===== config.mk =====
export PLATFORM = sky130hd
export DESIGN_NAME = cmd_dispatch
export DESIGN_NICKNAME = d
export VERILOG_FILES = /design/src/rtl/cmd_dispatch.sv
export SDC_FILE = /design/constraint.sdc
export NUM_CORES = 1
export LEC_CHECK = 0
export BUFFER_PORTS_ARGS = -buffer_cell sky130_fd_sc_hd__buf_2
export CAP_MARGIN = 20
export CELL_PAD_IN_SITES_DETAIL_PLACEMENT = 0
export CELL_PAD_IN_SITES_GLOBAL_PLACEMENT = 2
export CORE_MARGIN = 8
export CORE_UTILIZATION = 40
export CTS_CLUSTER_SIZE = 10
export DETAILED_ROUTE_END_ITERATION = 8
export PLACE_DENSITY = 0.85
export SLEW_MARGIN = 10
export SYNTH_ARGS = -nofsm -noshare
export SYNTH_HDL_FRONTEND = slang
export SYNTH_SLANG_ARGS = --single-unit
export TNS_END_PERCENT = 5

===== constraint.sdc =====
create_clock -name clk -period 3.97 [get_ports clk]
set_input_delay 0.397 -clock clk [delete_from_list [all_inputs] [get_ports clk]]
set_output_delay 0.397 -clock clk [all_outputs]
set_load 0.1 [all_outputs]

===== src/rtl/cmd_dispatch.sv =====
// cmd_dispatch: decodes raw processor commands into per-element command FIFOs
// and issues queued commands to each element channel with a one-cycle strobe.
// Every channel runs an IDLE/ISSUE/WAIT handshake independently of the others.
module cmd_dispatch #(
   parameter int CMD_WIDTH      = 72,
   parameter int SEL_WIDTH      = 8,
   parameter int ELEM_CMD_WIDTH = CMD_WIDTH - SEL_WIDTH,
   parameter int N_ELEM         = 2,
   parameter int FIFO_DEPTH     = 4
) (
   input  logic                             clk,
   input  logic                             reset,
   input  logic [CMD_WIDTH-1:0]             cmd_in,
   input  logic                             cstrobe_in,
   input  logic [N_ELEM-1:0]                elem_busy,
   input  logic                             clear_err,
   output logic [N_ELEM*ELEM_CMD_WIDTH-1:0] elem_cmd,
   output logic [N_ELEM-1:0]                elem_cstrobe,
   output logic [N_ELEM-1:0]                fifo_empty,
   output logic [N_ELEM-1:0]                overflow,
   output logic                             bad_sel
);

   // One extra pointer bit separates full from empty when the address bits match.
   localparam int                   AW        = $clog2(FIFO_DEPTH);
   localparam logic [AW:0]          PTR_INC   = (AW+1)'(1);
   localparam logic [SEL_WIDTH-1:0] SEL_BCAST = '1;
   localparam logic [SEL_WIDTH-1:0] SEL_LIMIT = SEL_WIDTH'(N_ELEM);

   typedef enum logic [1:0] {
      IDLE  = 2'd0,
      ISSUE = 2'd1,
      WAIT  = 2'd2
   } chan_state_t;

   logic [SEL_WIDTH-1:0]      sel;
   logic [ELEM_CMD_WIDTH-1:0] payload;
   logic                      is_bcast;
   logic                      is_bad;
   logic [N_ELEM-1:0]         ovf_set;

   assign sel     = cmd_in[SEL_WIDTH-1:0];
   assign payload = cmd_in[CMD_WIDTH-1:SEL_WIDTH];

   // Classify the incoming select code: broadcast, or out-of-range and not broadcast.
   always_comb begin
      is_bcast = (sel == SEL_BCAST);
      is_bad   = cstrobe_in && !is_bcast && (sel >= SEL_LIMIT);
   end

   // Sticky error flags; a new error in the clearing cycle wins over the clear.
   always_ff @(posedge clk) begin
      if (reset) begin
         overflow <= '0;
         bad_sel  <= 1'b0;
      end else begin
         overflow <= (overflow & ~{N_ELEM{clear_err}}) | ovf_set;
         bad_sel  <= (bad_sel & ~clear_err) | is_bad;
      end
   end

   for (genvar k = 0; k < N_ELEM; k++) begin : g_chan
      logic [ELEM_CMD_WIDTH-1:0] mem [FIFO_DEPTH];
      logic [AW:0]               wr_ptr;
      logic [AW:0]               rd_ptr;
      logic                      empty;
      logic                      full;
      logic                      push_req;
      logic                      push_ok;
      logic                      pop;
      logic                      strobe;
      logic [ELEM_CMD_WIDTH-1:0] cmd_q;
      chan_state_t               state_q;
      chan_state_t               state_d;

      // FIFO status and push acceptance; a pop in the same cycle frees a full slot.
      always_comb begin
         empty    = (wr_ptr == rd_ptr);
         full     = (wr_ptr[AW] != rd_ptr[AW]) &&
                    (wr_ptr[AW-1:0] == rd_ptr[AW-1:0]);
         push_req = cstrobe_in && (is_bcast || (sel == SEL_WIDTH'(k)));
         push_ok  = push_req && (!full || pop);
      end

      assign ovf_set[k] = push_req && full && !pop;

      // FIFO pointers advance on accepted pushes and on pops.
      always_ff @(posedge clk) begin
         if (reset) begin
            wr_ptr <= '0;
            rd_ptr <= '0;
         end else begin
            if (push_ok) wr_ptr <= wr_ptr + PTR_INC;
            if (pop)     rd_ptr <= rd_ptr + PTR_INC;
         end
      end

      // FIFO storage; contents need no reset because the pointers define validity.
      always_ff @(posedge clk) begin
         if (push_ok) mem[wr_ptr[AW-1:0]] <= payload;
      end

      // Issued command register, held from the pop until the next pop.
      always_ff @(posedge clk) begin
         if (reset)    cmd_q <= '0;
         else if (pop) cmd_q <= mem[rd_ptr[AW-1:0]];
      end

      // Channel state register.
      always_ff @(posedge clk) begin
         if (reset) state_q <= IDLE;
         else       state_q <= state_d;
      end

      // Next state: pop when idle with work queued, strobe once, then wait for not-busy.
      always_comb begin
         state_d = state_q;
         case (state_q)
            IDLE:    if (!empty) state_d = ISSUE;
            ISSUE:   state_d = WAIT;
            WAIT:    if (!elem_busy[k]) state_d = IDLE;
            default: state_d = IDLE;
         endcase
      end

      // Outputs decoded from the current state.
      always_comb begin
         pop    = (state_q == IDLE) && !empty;
         strobe = (state_q == ISSUE);
      end

      assign elem_cstrobe[k]                               = strobe;
      assign fifo_empty[k]                                 = empty;
      assign elem_cmd[k*ELEM_CMD_WIDTH +: ELEM_CMD_WIDTH]  = cmd_q;
   end

endmodule


* After elaboration in Yosys (flattened, before gate mapping)
Memory sizes are Yosys's and may differ from the RTL's. A register that Yosys moved wholly into a read port is not among the register bits.
Cells that the tools add are included.
** Storage, ports and cells
- Bits in registers :: 19
- Bits in writable memories :: 512
- Output and inout bits :: 135
- Word-level logic and storage cells :: 77
- Memories :: 2
** Cells by class
- Add/sub/neg operators :: 4
- Magnitude comparators :: 1
- Equality and inequality tests :: 16
- Multiplexer cells :: 10
- Bitwise logic cells :: 6
- Reductions and logical operators :: 30
** Memory list
- g_chan[0].mem :: depth 4, width 64, rd ports 1, clocked after Yosys merged registers in 1, wr ports 1, line 63 : logic [ELEM_CMD_WIDTH-1:0] mem [FIFO_DEPTH];
- g_chan[1].mem :: depth 4, width 64, rd ports 1, clocked after Yosys merged registers in 1, wr ports 1, line 63
** Operators by type and width (count)
- $logic_and A1 B1 Y1 :: 14
- $add A3 B1 Y3 const B :: 4
- $pmux W2 S3 :: 2
- $eq A8 B1 Y1 const B :: 1
- $eq A8 B8 Y1 const B :: 1
- $ge A8 B2 Y1 const B :: 1
- $logic_not A8 Y1 :: 1
- $mux W2 :: 4
- $ne A2 B2 Y1 const B :: 4
- $logic_not A1 Y1 :: 7
- $eq A3 B3 Y1 :: 2
- $eq A2 B1 Y1 const B :: 2
- $eq A2 B2 Y1 :: 2
- $eq A2 B2 Y1 const B :: 2
- $logic_not A2 Y1 :: 2
- $logic_or A1 B1 Y1 :: 4
- $mux W1 :: 4
- $reduce_and A2 Y1 :: 2
- $and A2 B2 Y2 :: 1
- $ne A1 B1 Y1 :: 2
- $not A2 Y2 :: 1
- $or A2 B2 Y2 :: 1
- $and A1 B1 Y1 :: 1
- $not A1 Y1 :: 1
- $or A1 B1 Y1 :: 1

* Logic depth before layout (Yosys ltp)
Gate-level depths: netlist of the first run.
- Depth in word-level cells :: 7
- Mapped depth :: 6
- Gate-level depth less buffers :: 4

* Least setup slack after synthesis of the first run
No wires, ideal clock.
- Path type :: input port to flip-flop
- From :: input port cmd_in[5]
- To :: register g_chan[0].wr_ptr[2]
- Setup time :: 0.126 ns
- Arrival time :: 4.037 ns
- Path slack :: -0.192 ns
- Stages :: 4
- Path buffers :: 0
- Path through :: nor4_2 -> nand3b_1 -> a211oi_2 -> mux2_1
** On the way
- Cells in the longest elaborated chain, start to end :: 4
- Elaborated cells on any way between the ends :: 5
** Ends and longest elaborated chain
- start: declaration :: line 13 : input logic [CMD_WIDTH-1:0] cmd_in,
- $eq A8 B8 Y1 / $logic_not A8 Y1 (equally long branches) :: line 47, 81
- $logic_or A1 B1 Y1 * :: line 81 : push_req = cstrobe_in && (is_bcast || (sel == SEL_WIDTH'(k)));
- $logic_and A1 B1 Y1 * :: line 81
- $logic_and A1 B1 Y1 * :: line 82 : push_ok = push_req && (!full || pop);
- end signal: assignment :: line 93 : if (push_ok) wr_ptr <= wr_ptr + PTR_INC;
- end: declaration :: line 64 : logic [AW:0] wr_ptr;
Mark *: on every way between the ends. The rest lies on a longest branch, timed or not.
A chain may end at the register's enable or synchronous reset.

* Worst setup path in the final report of the first run
- From :: register g_chan[1].wr_ptr[0]
- To :: memory g_chan[1].mem[0][34] in the netlist's numbering, enable pin
** On the way
- Cells in the longest elaborated chain, start to end :: 7
- Elaborated cells on any way between the ends :: 10
** Ends and longest elaborated chain
- start: declaration :: line 64
- start signal: assignment :: line 93
- $eq A3 B3 Y1 / $eq A2 B2 Y1 (equally long branches) :: line 78, 80
- $logic_not A1 Y1 / $logic_and A1 B1 Y1 (equally long branches) :: line 128, 79
- $logic_and A1 B1 Y1 / $logic_not A1 Y1 (equally long branches) :: line 128, 82
- $logic_or A1 B1 Y1 :: line 82
- $logic_and A1 B1 Y1 :: line 82
- $mux W1 :: line 100 : if (push_ok) mem[wr_ptr[AW-1:0]] <= payload;
- $mux W1 (not written as such) :: line 100
- end: declaration :: line 63
Several ways; a longest one is shown, not always the timed one.

==> flow_metrics.env, run 1 <==
export IMPL_drt_iter0_drc=894
export IMPL_hold_path_class="in -> reg"
export IMPL_insertion_delay_ps=590
export IMPL_hpwlAfterDp_mm=34.0
export IMPL_finalSetupTns_ps=0
export IMPL_run_status="finished clean"
export IMPL_grt_pass1_vias=12900
export IMPL_syn_cell_area_um2=24000
export IMPL_cts_resized=0
export IMPL_switching_share=0.291
export IMPL_clock_sinks=659
export IMPL_finalMaxSlewViolations=0
export IMPL_place_area_um2=25900
export IMPL_htreeDepth=3
export IMPL_period_share=0.759
export IMPL_crit_chain="xor2_1 -> nor4_2 -> a211oi_2 -> and2_4 -> buf_4"
export IMPL_synth_top_area_frac=0.641
export IMPL_ys_seq_area_frac=0.763
export IMPL_num_io_pins=213
export IMPL_startpoint_type="register"
export IMPL_cts_root_buf="clkbuf_16"
export IMPL_postSynthRegisterBits=659
export IMPL_fp_dieH_um=261
export IMPL_antenna_found_initial=7
export IMPL_finClkSkew_ps=18.3
export IMPL_slowest_stage="and2_4"
export IMPL_intPower_mw=12.2
export IMPL_synth_cells=1360
export IMPL_core_um2=59100
export IMPL_crit_family="simple AND/OR/NAND/NOR gates"
export IMPL_grt_pass1_wl_mm=81.4
export IMPL_power_frac_seq=0.452
export IMPL_fin_nets=1685
export IMPL_portBuffers=212
export IMPL_overflow=0
export IMPL_avgRoutedWirePerCell_um=22.5
export IMPL_finalHoldViolations=0
export IMPL_grt_max_degree=119
export IMPL_fin_crit_ps=3010
export IMPL_synth_ff_type="edfxtp_1"
export IMPL_place_gp_congestion=0.747
export IMPL_setup_violations=0
export IMPL_worstPathRequired_ps=4240
export IMPL_vdd_drop_max_mv=0.340
export IMPL_maxSlewHeadroom=0.261
export IMPL_rows=89
export IMPL_arrival_ps=3280
export IMPL_die_w_um=261
export IMPL_cts_tree="built"
export IMPL_worst_pin_slew_ps=1110
export IMPL_yosysWarnings=0
export IMPL_cellPowerDensity_nw_per_um2=607
export IMPL_fin_area_um2=28200
export IMPL_layout_drive_gt1_share=0.285
export IMPL_synth_avg_cell_area_um2=17.6
export IMPL_synth_edf_count=512
export IMPL_track_usage=0.159
export IMPL_viasPerCell=5.17
export IMPL_first_pass_iters=5
export IMPL_design_die_area_um2=68100
export IMPL_cpPeakStageDelay_ps=700
export IMPL_area_delta_synth_final_pct=17.7
export IMPL_cts_buffers=76
export IMPL_synth_area_leaders="edfxtp_1 (64%), dfxtp_1 (12%), mux4_2 (12%)"
export IMPL_comb_power_share=0.177
export IMPL_postSynth_asyncResetShare=0
export IMPL_crit_path_max_fanout=40
export IMPL_initial_utilization=0.406
export IMPL_cts_hold_buf=0
export IMPL_synth_fp_nets=1448
export IMPL_antenna_cells=0
export IMPL_crit_buf_inv=1
export IMPL_wl_mm=54.7
export IMPL_ant_nets=0
export IMPL_p_clk_frac=0.371
export IMPL_leakagePower_nw=9.33
export IMPL_synth_top_area_cell="edfxtp_1"
export IMPL_drcViolationCount=0
export IMPL_clock_path_buffers=3
export IMPL_path_clk_slew_ps=60
export IMPL_p_sw_mw=4.99
export IMPL_grt_setup_unrepaired="false"
export IMPL_drv_cap=0
export IMPL_ys_types=38
export IMPL_fmax_ghz=0.332
export IMPL_post_cts_setup_buffers=0
export IMPL_crit_type="reg -> reg"
export IMPL_vias=12600
export IMPL_worst_setup_path_end_kind="register"
area by class of cell:
class	instances	area (µm²)
clock buffers	139	2270
well taps	773	967
flip-flops and latches	659	18300
clock inverters	1	3.75
inverters	10	37.5
repair buffers	237	1340
fillers	4895	30900
multi-input cells	613	5290
power groups by stage:
stage | clock network, mW | registers [mW] | logic, mW
after CTS | 6.50 | 7.76 | 3.09
after global routing | 6.74 | 7.78 | 3.21
final | 6.36 | 7.75 | 3.04
after floorplan | 0 | 9.12 | 1.19
after detailed placement | 0 | 7.90 | 3.08
after global placement | 0 | 7.89 | 3.06
logic make-up after synthesis:
group / Yosys count / synth area share
compound gates: 151 / 0.0347
mux: 134 / 0.123
xor+xnor: 10 / 0.00365
fa+ha+maj: 10 / 0.00521
simple gates: 308 / 0.0518
flops: 659 / 0.763
buf+inv: 88 / 0.0184
worst register-to-register path, delay by kind of cell (launching register included):
family / cells / cell delay [ps]
compound gates: 1 / 560
simple gates: 2 / 830
buf+inv: 1 / 370
xor+xnor: 1 / 500
flops: 1 / 430
sequential cells by signal, indices dropped and copies added, names as in the netlist:
register / flops
g_chan.state_q: 4
g_chan.cmd_q: 128
g_chan.rd_ptr: 6
g_chan.wr_ptr: 6
overflow: 2
g_chan.mem: 512
bad_sel: 1
Yosys cell counts, drive strengths merged (6+ instances only):
cell type  count
xor2           6
inv           10
clkbuf        28
nor2          15
mux4         128
dfxtp        147
edfxtp       512
buf           50
and2           7
ha            10
nand2        263
a21oi        137
path summary, 6_finish.rpt:
| kind | startpoint | endpoint | slack (ps) | cells after the start |
|---|---|---|---|---|
| setup / recovery | g_chan[1].wr_ptr[0] | g_chan[1].mem[0][34] | 960 | 5 |
| setup reg to reg | g_chan[1].wr_ptr[0] | g_chan[1].mem[0][34] | 960 | 5 |
| hold / removal | elem_busy[1] | g_chan[1].state_q[1] | 80 | 3 |
| hold reg to reg | g_chan[0].cmd_q[52] | g_chan[0].cmd_q[52] | 450 | 2 |
per-stage QoR:
step	util	std cells	power, mW	hold slack, ps	setup WS (ps)
floorplan	-	1360	10.3	496	657
global placement	0.439	2291	11.0	441	907
detailed placement	0.439	2291	11.0	447	795
CTS	0.477	2431	17.3	37.4	944
global route	0.478	2432	17.7	66.9	780
finish	0.478	2432	17.2	75.2	959
layout by cell type (no fill, tap or decap), types with 3 or more instances in the layout:
| cell | n |
|---|---|
| buf_2 | 211 |
| clkbuf_16 | 81 |
| ha_1 | 10 |
| mux2_1 | 3 |
| clkbuf_1 | 55 |
| buf_4 | 18 |
| mux4_2 | 128 |
| buf_12 | 7 |
| nor2_1 | 15 |
| and2_4 | 7 |
| nand2_1 | 263 |
| nor2b_1 | 5 |
| nor3_1 | 3 |
| dfxtp_4 | 4 |
| a21oi_1 | 136 |
| clkbuf_8 | 3 |
| inv_1 | 10 |
| edfxtp_1 | 512 |
| xnor2_1 | 4 |
| dfxtp_1 | 143 |
| xor2_1 | 6 |
| nand2b_1 | 4 |
routing by layer:
| metal | wire length (µm) | global-route usage | vias up |
|---|---|---|---|
| li1 | - | - | 5663 |
| met4 | 1050 | 0.0511 | 8 |
| met2 | 26300 | 0.255 | 364 |
| met3 | 3370 | 0.0365 | 72 |
| met1 | 23900 | 0.215 | 6477 |
| met5 | 49 | 0 | - |
(Power assumes the default switching activity.)
==> run 2: changes to the inputs <==
==> constraint.sdc (replaced) <==
create_clock -name clk -period 2.7 [get_ports clk]
set_input_delay 0.27 -clock clk [delete_from_list [all_inputs] [get_ports clk]]
set_output_delay 0.27 -clock clk [all_outputs]
set_load 0.1 [all_outputs]
==> run 2 against run 1 <==
  * Power increased by 48%
  * Die area stayed put
  * Highest routed layer unchanged
  * Critical endpoint is now fifo_empty[1]
  * Clock skew grew 0.82 ps
  * Worst setup slack worse by 590 ps
  * Hold slack worse by 29 ps
==> flow_metrics.env, run 2 (synthesis results as in run 1) <==
export IMPL_track_usage=0.161
export IMPL_grt_pass1_vias=13400
export IMPL_first_pass_iters=4
export IMPL_r2r_setup_slack_ps=480
export IMPL_die_w_um=261
export IMPL_ant_nets=0
export IMPL_design_die_area_um2=68100
export IMPL_core_um2=59100
export IMPL_finalHoldViolations=0
export IMPL_period_share=0.862
export IMPL_maxSlewHeadroom=0.305
export IMPL_run_status="finished clean"
export IMPL_hold_path_class="in -> reg"
export IMPL_fmax_ghz=0.430
export IMPL_vdd_drop_max_mv=0.420
export IMPL_finalSetupTns_ps=0
export IMPL_overflow=0
export IMPL_finClkSkew_ps=19.1
export IMPL_num_io_pins=213
export IMPL_drt_iter0_drc=880
export IMPL_avgRoutedWirePerCell_um=21.9
export IMPL_vias=12800
export IMPL_crit_path_max_fanout=5
export IMPL_cts_root_buf="clkbuf_16"
export IMPL_setup_violations=0
export IMPL_hpwlAfterDp_mm=34.6
export IMPL_antenna_found_initial=6
export IMPL_rows=89
export IMPL_regArea_um2=18300
export IMPL_viasPerCell=5.10
export IMPL_insertion_delay_ps=590
export IMPL_portBuffers=212
export IMPL_area_delta_synth_final_pct=21.7
export IMPL_fillers=4900
export IMPL_drcViolationCount=0
export IMPL_cts_buffers=76
export IMPL_initial_utilization=0.406
export IMPL_leakagePower_nw=9.71
export IMPL_wl_mm=55.1
export IMPL_worst_setup_path_end_kind="primary output"
export IMPL_clock_sinks=659
export IMPL_drv_cap=0
export IMPL_grt_setup_unrepaired="false"
export IMPL_cellPowerDensity_nw_per_um2=867
export IMPL_crit_type="reg -> out"
export IMPL_cts_tree="built"
export IMPL_htreeDepth=3
export IMPL_fin_total_pwr_mw=25.3
export IMPL_path_clk_slew_ps=60
export IMPL_grt_max_degree=81
export IMPL_final_common_cell="edfxtp_1"
export IMPL_finalMaxSlewViolations=0
export IMPL_layout_drive_gt1_share=0.282
export IMPL_fin_crit_ps=2330
export IMPL_largest_register_ffs=512
export IMPL_fp_dieH_um=261
export IMPL_fin_nets=1761
export IMPL_worstPathRequired_ps=2430
export IMPL_worst_pin_slew_ps=1040
export IMPL_place_gp_congestion=0.722
export IMPL_final_cell_mix="edfxtp_1 (512), nand2_1 (263), buf_2 (210)"
export IMPL_multi_input_area_um2=5310
export IMPL_clock_path_buffers=3
export IMPL_grt_pass1_wl_mm=83.4
export IMPL_final_util=0.494
export IMPL_startpoint_type="register"
export IMPL_arrival_ps=2060
==> run 2: cell count changes in the layout (fill, tap and decap cells not counted), sizes merged <==
cell         previous run  this run
diode                   0         5
clkbuf                139       137
buf                   237       249
clkinv                  1         3
dlygate4sd3             0        64
inv                    10        12
==> run 2: power by group <==
| group | internal (mW) | switching [mW] |
|---|---|---|
| Clock | 5.53 | 3.79 |
| Sequential | 11.2 | 0.188 |
| Combinational | 1.16 | 3.43 |
| Total | 17.9 | 7.41 |
==> run 2: worst max-delay path, stage by stage (launching register included) <==
cell	delay, ps
dfxtp_1	410
xor2_1	140
buf_4	170
nor3_1	490
buf_12	250
==> run 2: layout make-up <==
cell class | instances | share of cell area
Clock buffer | 137 | 0.0758
Multi-Input combinational cell | 613 | 0.182
Tap cell | 773 | 0.0331
Antenna cell | 5 | 0.000428
Clock inverter | 5 | 0.00189
Sequential cell | 659 | 0.628
Inverter | 10 | 0.00129
Timing Repair Buffer | 313 | 0.0779
==> run 2: timing repair <==
item / in CTS / in global routing
hold endpoints to repair: 505 / 0
hold buffers: 64 / 0
resized for setup: 0 / 0
setup buffers: 0 / 0
==> run 2: path summary, 6_finish.rpt <==
kind	startpoint	to	depth (start not counted)
worst min-delay path	elem_busy[0]	g_chan[0].state_q[1]	4
worst max register to register	g_chan[0].wr_ptr[1]	g_chan[0].mem[0][6]	5
worst min register to register	g_chan[1].cmd_q[45]	g_chan[1].cmd_q[45]	2
worst max-delay path	g_chan[1].wr_ptr[1]	fifo_empty[1]	4
==> run 2: per-layer routing <==
metal / GRT usage / part of all wire
met2: 0.256 / 0.47
met3: 0.0391 / 0.070
met4: 0.0434 / 0.016
met5: 0 / 0.00024
met1: 0.223 / 0.44
==> run 2: per-stage QoR <==
stage	setup slack (ps)	std cells	hold WS [ps]	instance area (µm²)
finish	372	2515	46.4	29200
global placement	300	2304	443	26300
CTS	270	2510	9.98	29200
detailed placement	287	2304	446	26300
floorplan	-497	1360	369	24000
global route	236	2511	20.6	29200
==> run 3: changes to the inputs <==
--- a/config.mk
+++ b/config.mk
@@ -14,6 +14,7 @@
 export CTS_CLUSTER_SIZE = 10
 export DETAILED_ROUTE_END_ITERATION = 8
 export PLACE_DENSITY = 0.85
+export SKIP_LAST_GASP = 1
 export SLEW_MARGIN = 10
 export SYNTH_ARGS = -nofsm -noshare
 export SYNTH_HDL_FRONTEND = slang
==> constraint.sdc (replaced) <==
create_clock -name clk -period 1.9 [get_ports clk]
set_input_delay 0.19 -clock clk [delete_from_list [all_inputs] [get_ports clk]]
set_output_delay 0.19 -clock clk [all_outputs]
set_load 0.1 [all_outputs]
==> run 3 against run 2 <==
  * The run now ends with setup timing left
  * Die area did not move
  * Global-route usage up 0.84 points
  * Clock power up 43%
==> flow_metrics.env, run 3 (synthesis results as in run 1) <==
export IMPL_final_util=0.505
export IMPL_grt_max_degree=67
export IMPL_hold_path_class="in -> reg"
export IMPL_grt_setup_unrepaired="true"
export IMPL_use_met2=0.276
export IMPL_drcViolationCount=0
export IMPL_die_w_um=261
export IMPL_vias=13100
export IMPL_avgRoutedWirePerCell_um=22.6
export IMPL_arrival_ps=1750
export IMPL_finClkSkew_ps=23.5
export IMPL_cts_root_buf="clkbuf_16"
export IMPL_path_depth=4
export IMPL_viasPerCell=5.13
export IMPL_hpwlAfterDp_mm=36.7
export IMPL_intPower_mw=25.6
export IMPL_vdd_drop_max_mv=0.627
export IMPL_comb_power_share=0.190
export IMPL_fin_total_pwr_mw=36.4
export IMPL_cpPeakStageDelay_ps=330
export IMPL_antenna_found_initial=3
export IMPL_initial_utilization=0.406
export IMPL_crit_type="reg -> out"
export IMPL_met1_usage=0.231
export IMPL_final_cell_mix="edfxtp_1 (512), nand2_1 (263), buf_2 (209)"
export IMPL_core_um2=59100
export IMPL_p_sw_mw=10.7
export IMPL_crit_path_max_fanout=3
export IMPL_design_die_area_um2=68100
export IMPL_first_pass_iters=5
export IMPL_rows=89
export IMPL_crit_start="g_chan[1].wr_ptr[2]"
export IMPL_clock_path_buffers=3
export IMPL_p_clk_frac=0.365
export IMPL_drv_cap=0
export IMPL_cts_tree="built"
export IMPL_worst_pin_slew_ps=543
export IMPL_place_area_um2=26700
export IMPL_finalHoldViolations=0
export IMPL_portBuffers=212
export IMPL_wl_mm=57.9
export IMPL_fin_crit_ps=1940
export IMPL_crit_chain="buf_4 -> xor2_2 -> nor3_4 -> buf_12"
export IMPL_layout_drive_gt1_share=0.306
export IMPL_fin_area_um2=29800
export IMPL_largest_register_ffs=512
export IMPL_overflow=0
export IMPL_crit_family="buffers and inverters"
export IMPL_track_usage=0.170
export IMPL_worstPathRequired_ps=1710
export IMPL_fillers=4772
export IMPL_stdcell_count=2556
export IMPL_pre_cts_ws_ps=-191
export IMPL_grt_pass1_vias=13800
export IMPL_fmax_ghz=0.516
export IMPL_maxSlewHeadroom=0.641
export IMPL_insertion_delay_ps=610
export IMPL_r2r_start="g_chan[0].wr_ptr[0]"
export IMPL_cp_endpoint="fifo_empty[1]"
export IMPL_clock_sinks=659
export IMPL_fp_dieH_um=261
export IMPL_switching_share=0.295
export IMPL_grt_busiest_layer="met2"
export IMPL_fin_nets=1807
export IMPL_path_clk_slew_ps=50
export IMPL_finalSetupTns_ps=-61.2
export IMPL_leakagePower_nw=10.0
export IMPL_setup_violations=3
export IMPL_startpoint_type="register"
export IMPL_power_frac_seq=0.445
export IMPL_r2r_end="g_chan[0].mem[2][18]"
export IMPL_grt_pass1_wl_mm=87.2
export IMPL_area_delta_synth_final_pct=24.4
export IMPL_finalMaxSlewViolations=0
export IMPL_num_io_pins=213
export IMPL_place_gp_congestion=0.743
export IMPL_dp_cells=2341
export IMPL_final_common_cell="edfxtp_1"
export IMPL_period_share=1.02
export IMPL_drt_iter0_drc=1001
export IMPL_crit_buf_inv=2
export IMPL_cellPowerDensity_nw_per_um2=1220
export IMPL_run_status="complete, but fails checks"
export IMPL_hold_slack_ps=86.8
export IMPL_worst_setup_path_end_kind="primary output"
export IMPL_htreeDepth=3
export IMPL_use_met3=0.0377
export IMPL_cts_buffers=76
export IMPL_r2r_cells=5
export IMPL_final_setup_worst_slack_ps=-36.8
export IMPL_slowest_stage="dfxtp_1"
export IMPL_ant_nets=0
export IMPL_violations="setup timing"
export IMPL_r2r_setup_slack_ps=0
-- run 3: cell type report --
type / instances / area, µm² / area share
sequential: 659 / 18300 / 0.615
multi-input combinational: 613 / 5380 / 0.180
timing repair buffer: 359 / 2850 / 0.0955
clock buffer: 135 / 2210 / 0.0739
tap: 773 / 967 / 0.0324
clock inverter: 5 / 55.1 / 0.00184
inverter: 10 / 37.5 / 0.00126
antenna: 2 / 5.00 / 0.000168
-- run 3: tightest hold or removal path, cell delays in order --
cell	delay, ps
buf_2	110
nor4_4	50
a21oi_1	120
a22oi_1	80
nor2_1	100
-- run 3: worst min-delay path by stage --
stage / from / endpoint / slack [ps] / cells after the start
4_1_cts: cmd_in[7] / bad_sel / 60 / 5
3_5_place_dp: g_chan[1].cmd_q[55] / g_chan[1].cmd_q[55] / 440 / 2
6_report: cmd_in[7] / bad_sel / 90 / 5
2_1_floorplan: cmd_in[8] / g_chan[0].mem[0][0] / 290 / 0
3_3_place_gp: g_chan[0].cmd_q[61] / g_chan[0].cmd_q[61] / 440 / 2
5_1_grt: cmd_in[7] / bad_sel / 90 / 5
-- run 3: power groups by stage --
stage          Sequential [mW]  Combinational, mW  Clock (mW)
5_1_grt                   16.2               7.31        14.2
3_3_place_gp              16.5               6.79           0
2_1_floorplan             19.1               2.50           0
3_5_place_dp              16.5               6.83           0
4_1_cts                   16.2               7.01        13.6
6_report                  16.2               6.92        13.3
-- run 3: layer usage --
layer / share of wire / wire length [µm] / up-vias
met5: 0.00021 / 12 / -
met4: 0.016 / 942 / 2
met3: 0.064 / 3730 / 74
met2: 0.48 / 28000 / 433
met1: 0.43 / 25100 / 6698
li1: - / - / 5908
-- run 3: timing repair --
item	in CTS	in global routing
buffers inserted	3	0
gates cloned	0	2
setup endpoints to repair	4	453
gates resized for setup	11	7
pin swaps	2	3
hold endpoints to repair	531	0
hold buffers	68	0
